`config.mk`:
```
export PLATFORM = sky130hd
export DESIGN_NAME = scs8hd_icg_sched
export DESIGN_NICKNAME = d
export VERILOG_FILES = /design/src/rtl/scs8hd_icg_sched.sv
export SDC_FILE = /design/constraint.sdc
export NUM_CORES = 1
export LEC_CHECK = 0
export CORE_MARGIN = 1
export CORE_UTILIZATION = 45
export CTS_BUF_LIST = sky130_fd_sc_hd__clkbuf_8 sky130_fd_sc_hd__clkbuf_16
export CTS_CLUSTER_DIAMETER = 150
export CTS_CLUSTER_SIZE = 14
export DETAILED_ROUTE_END_ITERATION = 7
export PLACE_DENSITY = 0.67
export SLEW_MARGIN = 0
export SYNTH_ARGS = -nofsm -noshare
export SYNTH_HDL_FRONTEND = slang
export SYNTH_SLANG_ARGS = --single-unit
```
`constraint.sdc`:
```
create_clock -name CLK -period 2.7 [get_ports CLK]
set_clock_uncertainty 0.2 [all_clocks]
set_input_delay 0.675 -clock CLK [delete_from_list [all_inputs] [get_ports CLK]]
set_output_delay 0.675 -clock CLK [all_outputs]
set_load 0.02 [all_outputs]
```
`src/rtl/scs8hd_icg_sched.sv`:
```
`timescale 1ns/1ps
// Wake/idle scheduler for a bank of latch-based ICG cells: per-domain OFF/PEND/ON/HOLD
// FSMs with registered GATE/ACK, a staggered round-robin wake arbiter and idle hysteresis.

module scs8hd_icg_dom #(
  parameter int IDLE_W = 4
) (
  input  logic              CLK,
  input  logic              RESETB,
  input  logic              req_i,
  input  logic              gnt_i,
  input  logic [IDLE_W-1:0] idle_i,
  output logic              pend_o,
  output logic              gate_o,
  output logic              ack_o,
  output logic              act_o
);
  typedef enum logic [1:0] {OFF, PEND, ON, HOLD} st_e;

  st_e              st_q, st_d;
  logic [IDLE_W-1:0] cnt_q, cnt_d;
  logic             gate_q, gate_d, ack_q;

  always_comb begin
    st_d  = st_q;
    cnt_d = cnt_q;
    case (st_q)
      OFF:  if (req_i) st_d = PEND;
      PEND: begin
        if (!req_i)     st_d = OFF;
        else if (gnt_i) st_d = ON;
      end
      ON: if (!req_i) begin
        st_d  = HOLD;
        cnt_d = idle_i;
      end
      HOLD: begin
        // a returning request re-enters ON directly; the clock never stopped
        if (req_i)              st_d  = ON;
        else if (cnt_q == '0)   st_d  = OFF;
        else                    cnt_d = cnt_q - 1'b1;
      end
      default: st_d = OFF;
    endcase
    gate_d = (st_d == ON) || (st_d == HOLD);
  end

  always_ff @(posedge CLK or negedge RESETB) begin
    if (!RESETB) begin
      st_q   <= OFF;
      cnt_q  <= '0;
      gate_q <= 1'b0;
      ack_q  <= 1'b0;
    end else begin
      st_q   <= st_d;
      cnt_q  <= cnt_d;
      gate_q <= gate_d;
      ack_q  <= gate_q & gate_d;
    end
  end

  assign pend_o = (st_q == PEND) && req_i;
  assign gate_o = gate_q;
  assign ack_o  = ack_q;
  assign act_o  = (st_q != OFF);
endmodule

module scs8hd_icg_sched #(
  parameter int N       = 4,
  parameter int IDLE_W  = 4,
  parameter int STAGGER = 2
) (
  input  logic              CLK,
  input  logic              RESETB,
  input  logic [N-1:0]      REQ,
  input  logic [IDLE_W-1:0] IDLE_CYC,
  input  logic              TE,
  output logic [N-1:0]      GATE,
  output logic [N-1:0]      ACK,
  output logic              BUSY
);
  localparam int PW = (N > 1) ? $clog2(N) : 1;
  localparam int SW = (STAGGER > 1) ? $clog2(STAGGER) : 1;

  logic [N-1:0]  pend, gnt, gate_q, act;
  logic [PW-1:0] ptr_q, ptr_d;
  logic [SW-1:0] stg_q;
  logic          gnt_any, busy_q;
  int            idx;

  for (genvar i = 0; i < N; i++) begin : g_dom
    scs8hd_icg_dom #(.IDLE_W(IDLE_W)) u_dom (
      .CLK    (CLK),
      .RESETB (RESETB),
      .req_i  (REQ[i]),
      .gnt_i  (gnt[i]),
      .idle_i (IDLE_CYC),
      .pend_o (pend[i]),
      .gate_o (gate_q[i]),
      .ack_o  (ACK[i]),
      .act_o  (act[i])
    );
  end

  // first live PEND domain at or above the pointer, wrapping; only when stagger expired
  always_comb begin
    gnt     = '0;
    gnt_any = 1'b0;
    ptr_d   = ptr_q;
    idx     = 0;
    if (stg_q == '0) begin
      for (int k = 0; k < N; k++) begin
        idx = (int'(ptr_q) + k) % N;
        if (!gnt_any && pend[idx]) begin
          gnt_any  = 1'b1;
          gnt[idx] = 1'b1;
          ptr_d    = PW'((idx + 1) % N);
        end
      end
    end
  end

  always_ff @(posedge CLK or negedge RESETB) begin
    if (!RESETB) begin
      ptr_q  <= '0;
      stg_q  <= '0;
      busy_q <= 1'b0;
    end else begin
      ptr_q  <= ptr_d;
      busy_q <= |act;
      if (gnt_any)            stg_q <= SW'(STAGGER - 1);
      else if (stg_q != '0)   stg_q <= stg_q - 1'b1;
    end
  end

  assign GATE = gate_q | {N{TE}};
  assign BUSY = busy_q;
endmodule

```
; ---- Yosys cells after proc, flatten, opt, wreduce, memory -nomap -nowiden
; Index checks and enable logic that the tools add are counted.
; W data, S select, Z words.
[word_totals]
ff_bits = 36
inputBits = 11
output_inout_bits = 9
elab_cells = 211
[op_classes]
n_addsub = 11
order_cmp = 8
eq_ne = 32
n_mux = 85
bitwise = 12
n_reduce_logical = 44
[ops]
columns = cell, n
row1 = $mux W4, 20
row2 = $mux W2, 28
row3 = $eq A2 B2 Y1 const B, 16
row4 = $pmux W2 S4, 4
row5 = $pmux W4 S2, 4
row6 = $ne A2 B2 Y1 const B, 12
row7 = $mux W1, 21
row8 = $logic_not A4 Y1, 4
row9 = $or A4 B4 Y4, 4
row10 = $reduce_and A4 Y1, 4
row11 = $reduce_bool A2 Y1, 8
row12 = $sub A4 B1 Y4 const B, 4
row13 = $lt A3 B4 Y1 const B, 3
row14 = $logic_and A1 B1 Y1, 11
row15 = $add A2 B2 Y2 const B, 5
row16 = $ge A3 B1 Y1 const B, 3
row17 = $bmux W1 S2, 4
row18 = $demux W1 S2, 4
row19 = $eq A2 B1 Y1 const B, 4
row20 = $logic_not A2 Y1, 4
row21 = $reduce_or A2 Y1, 3
row22 = $and A1 B1 Y1, 4
row23 = $logic_or A1 B1 Y1, 4
row24 = $reduce_bool A4 Y1, 1
row25 = 9 further kinds, 13

; ---- Longest topological paths before layout
[depth]
word_depth = 24
depth_mapped = 10
mapped_depth_nobuf = 8

; ---- Hierarchy
; A second synthesis with hierarchy kept.
[hier_totals]
cells_unflattened = 226
area_unflattened_um2 = 2336.0
[modules_own_cells]
columns = module, instances, cells_each, area_each_um2, seq_area_each_um2
row1 = scs8hd_icg_dom, 4, 42, 431.7, 175.2
row2 = scs8hd_icg_sched, 1, 58, 609.3, 100.1

; ---- Worst setup path before layout
; No wires, ideal clock.
[synth_timing]
kind = register -> register
start = reg ptr_q[1]
end = reg g_dom[0].u_dom.ack_q
setup_ps = 119
t_arrival_ps = 2477
t_required_ps = 2381
slack_ps = -96
stages_incl_launch_ff = 11
n_path_buf = 2
synth_period_minus_slack_ps = 2796
path_cell_list = dfrtp_1 clkbuf_1 inv_1 ha_1 clkbuf_1 nor2_1 a22oi_1 a211oi_1 a211o_1 a311o_1 and2_1
[synth_between]
elab_chain_cells = 22
word_cells_on_any_way = 70
classes_between = add/sub (3) / order compare (8) / eq/ne (2) / mux (36) / bitwise (7) / reduce/logical (14)
[synth_rtl]
columns = item, line_no
row1 = start: declaration, 86  ; logic [PW-1:0] ptr_q, ptr_d;
row2 = start signal: assignment, 129  ; ptr_q <= ptr_d;
row3 = $add A2 B1 Y2 / $bmux W1 S2 (equally long branches), "113, 114"
row4 = $reduce_or A2 Y1 (no line) / $mux W1 (equally long branches), --
row5 = $and A1 B1 Y1 (no line) / $mux W1 (equally long branches), --
row6 = $lt A3 B4 Y1 (not written as such) (tied with other cells), 116  ; gnt[idx] = 1'b1;
row7 = $logic_and A1 B1 Y1 (not written as such) / $logic_not A1 Y1 (equally long branches), "116, 114"
row8 = $mux W1 (not written as such) / $logic_and A1 B1 Y1 (equally long branches), "116, 114"
row9 = $demux W1 S2 / $mux W1 (equally long branches), "116, 114"
row10 = $or A4 B4 Y4 (no line) / $mux W1 (equally long branches), --
row11 = [7 not listed], --
row12 = $mux W4 (*), 111  ; if (stg_q == '0) begin
row13 = $mux W2 (*), 31  ; else if (gnt_i) st_d = ON;
row14 = $mux W2 (*), 30  ; if (!req_i) st_d = OFF;
row15 = $pmux W2 S4 (*), 27  ; case (st_q)
row16 = net g_dom[0].u_dom.st_d[1], 20  ; st_e st_q, st_d;
row17 = $eq A2 B2 Y1, 45  ; gate_d = (st_d == ON) || (st_d == HOLD);
row18 = $logic_or A1 B1 Y1 (*), 45
row19 = $and A1 B1 Y1 (*), 58  ; ack_q <= gate_q & gate_d;
row20 = end signal: assignment, 58
row21 = end: declaration, 22  ; logic gate_q, gate_d, ack_q;
; The timed path passes the listed nets; every way through them passes the cells marked *. The select of a mux whose other input is x is not followed.
; A chain may end at the register's enable or synchronous reset.

; ---- Final worst setup path
[layout_timing]
start = in TE
end = out GATE[3]
[layout_between]
elab_chain_cells = 1
[layout_rtl]
columns = item, line_no
row1 = start: declaration, 77  ; input logic TE,
row2 = $or A4 B4 Y4, 136  ; assign GATE = gate_q | {N{TE}};
row3 = end: declaration, 78  ; output logic [N-1:0] GATE,
; Every way passes these cells.

==> out/qor.yml <==
yosys-top-cells-count: "dfrtp_1, o21ai_0, nor2_1"
crit_slowest_cell: "clkdlybuf4s50_1"
cts_tree: "yes"
cts_root_buf: "clkbuf_8"
setup_viol: 0
ant_nets: 0
setup_tns_ns: 0
yosys_warnings: 0
worstPathArrival_ns: 1.76
synth.distinct_cells: 48
placed_area_um2: 2851
cts_buffers: 5
reg2reg_slack_ns: 0.15
rsz0062_at_grt: "no"
io_pins: 20
drc: 0
post-route-min-period_ns: 2.637
rows: 26
max_stage_delay_ns: 0.46
vias: 2291
timing.rr.start: "ptr_q[0]$_DFFE_PN0P_"
reg2regPathDepth: 7
syn_nets: 301
start_util: 0.4686
cp-end-kind: "primary output"
vdd_drop_max_mv: 0.4732
die_area_um2: 5649
syn_area_um2: 2409
synth_top_area_cell: "dfrtp_1"
clk_latency_ns: 0.29
dp.cells: 384
syn_inst: 278
ctsHtreeMaxLevel: 2
coreArea_um2: 5140
max_freq_ghz: 0.3793
relSlewSlack: 0.4721
cap_violations: 0
p_per_area_nw_per_um2: 1217
cts_sinks: 35
wl_met2_um: 2808
nets: 345
topRoutingLayerUsed: "met4"
drv_slew: 0
regToRegEndpoint: "g_dom[0].u_dom.ack_o$_DFF_PN0_"
hp-class: "in2async"
first_global_vias: 2064
final_cell_count_no_fill: 393
syn_to_final_growth_pct: 24.10
drive_above_1_share: 0.1765
routedLengthMet1_um: 2872
leakagePower_uw: 0.001333
drt_wl_total_um: 6243
grt_max_degree: 36
synth_edf_count: 0
clkTransAtPathRegs_ns: 0.08
vias_per_cell: 5.830
n_fill_cell: 498
cp-start-kind: "input pin"
worstSetupPathType: "in2out"
status: "finished clean"
worstPathRequired_ns: 1.82
worst_pin_slew_ns: 0.7919
place.gp.congestion: 0.9271
fin_area_um2: 2989
avgSynthCellArea_um2: 8.664
ys_top_cells_by_area: "dfrtp_1, ha_1, o21ai_0"
synth_ff_type: "dfrtp_1"
worstPathCellList: "clkdlybuf4s50_1 -> or2_2 -> dlygate4sd2_1"
routedWlPerCell_um: 15.89
track_usage: 0.2452
first_iter_violations: 165
grt_overflow: 0
antenna_cells: 0
first_pass_iters: 4
timing_hold_violations_final: 0
io_buffers: 19
dr_wl_met3_um: 395
die_width_um: 75.16
total_power_uw: 3637
clockBufferDepth: 2
antenna_found_initial: 0
register_area_um2: 875.8
dieHeight_um: 75.16
final.period_utilization: 0.9766
synth-seq-cells: 35
synth_most_common_cell: "dfrtp_1"
dp_hpwl_um: 4680
cp_max_fo: 4
synthArstFlopShare: 1.000
grt_pass1_wl_um: 10090
yosysSeqAreaShare: 0.3636
yosysTopAreaCellShare: 0.3636
pre_cts_ws_ns: -0.5312
fin_ws_ns: 0.06326
multi_input_area_um2: 1413
[worst max-delay path: cells and delay by family]
family / cells / cell delay, ns
buf+inv: 2 / 0.78
simple gates: 1 / 0.31
[cell usage in the layout (no fill, tap or decap), types with 3 or more instances in the layout]
cell type,n
a21oi_1,16
a22o_1,4
a31oi_1,5
a41oi_1,3
and2_1,5
and3b_1,4
buf_4,36
clkbuf_8,5
clkdlybuf4s50_1,10
dfrtp_1,35
dlygate4sd2_1,6
ha_1,12
inv_1,14
mux4_2,3
nand2_1,18
nand2b_1,3
nand3_1,10
nand3b_1,8
nor2_1,24
nor2b_1,4
nor3_1,4
nor3b_1,3
nor4_1,4
o211ai_1,3
o21a_1,4
o21ai_0,29
o22ai_1,4
o31ai_1,3
or2_2,5
or3_1,3
[area by class of cell]
cell class / instances / share of cell area
well taps: 70 / 0.02930
clock buffers: 5 / 0.02302
inverters: 14 / 0.01758
multi-input cells: 211 / 0.4726
repair buffers: 55 / 0.1499
clock inverters: 3 / 0.01465
flip-flops and latches: 35 / 0.2930
[per-layer routing]
metal	GRT usage	vias up
li1	-	1114
met1	0.3333	1089
met2	0.3834	73
met3	0.04284	15
met4	0.1111	0
met5	0	-
[worst max path at each step]
stage / startpoint / endpoint / slack, ns / cells after the start
2_1_floorplan: REQ[1] / g_dom[0].u_dom.ack_o$_DFF_PN0_ / 0.01 / 7
3_3_place_gp: REQ[3] / g_dom[0].u_dom.ack_o$_DFF_PN0_ / -0.47 / 7
3_5_place_dp: REQ[3] / g_dom[0].u_dom.ack_o$_DFF_PN0_ / -0.53 / 7
4_1_cts: TE / GATE[3] / 0.05 / 3
5_1_grt: TE / GATE[2] / 0.002 / 3
6_report: TE / GATE[3] / 0.06 / 3
[flip-flops by register name, indices dropped and copies added, names as in the netlist]
| signal | count |
|---|---|
| g_dom.u_dom.cnt_q | 16 |
| stg_q | 1 |
| g_dom.u_dom.ack_o | 4 |
| ptr_q | 2 |
| g_dom.u_dom.st_q | 7 |
| BUSY | 1 |
| g_dom.u_dom.gate_o | 4 |
[what timing repair did]
| action | CTS | global route |
|---|---|---|
| pin swaps | 2 | 0 |
| resized for setup | 10 | 5 |
| hold buffers | 0 | 0 |
| buffers inserted | 1 | 0 |
| setup endpoints to repair | 15 | 5 |
| hold endpoints to repair | 0 | 0 |
[metrics by stage]
stage,hold slack (ns),utilization
6_report,0.2559,0.5815
2_1_floorplan,0.1794,-
3_3_place_gp,0.2505,0.5548
4_1_cts,0.2884,0.5774
3_5_place_dp,0.2675,0.5548
5_1_grt,0.3056,0.5815
[logic make-up (layout without fill, tap and decap cells)]
| group | Yosys count | count (layout) | synth area share |
|---|---|---|---|
| flops | 35 | 35 | 0.3636 |
| xor+xnor | 1 | 1 | 0.003637 |
| buf+inv | 32 | 77 | 0.06026 |
| compound gates | 88 | 88 | 0.2348 |
| mux | 3 | 3 | 0.02805 |
| fa+ha+maj | 12 | 12 | 0.06234 |
| simple gates | 107 | 107 | 0.2473 |
[report_power, final]
group | total [uW] | switching, uW | internal (uW)
combinational | 2190 | 1170 | 1020
sequential | 969 | 209 | 760
clock | 478 | 203 | 275
(Power assumes the default switching activity.)
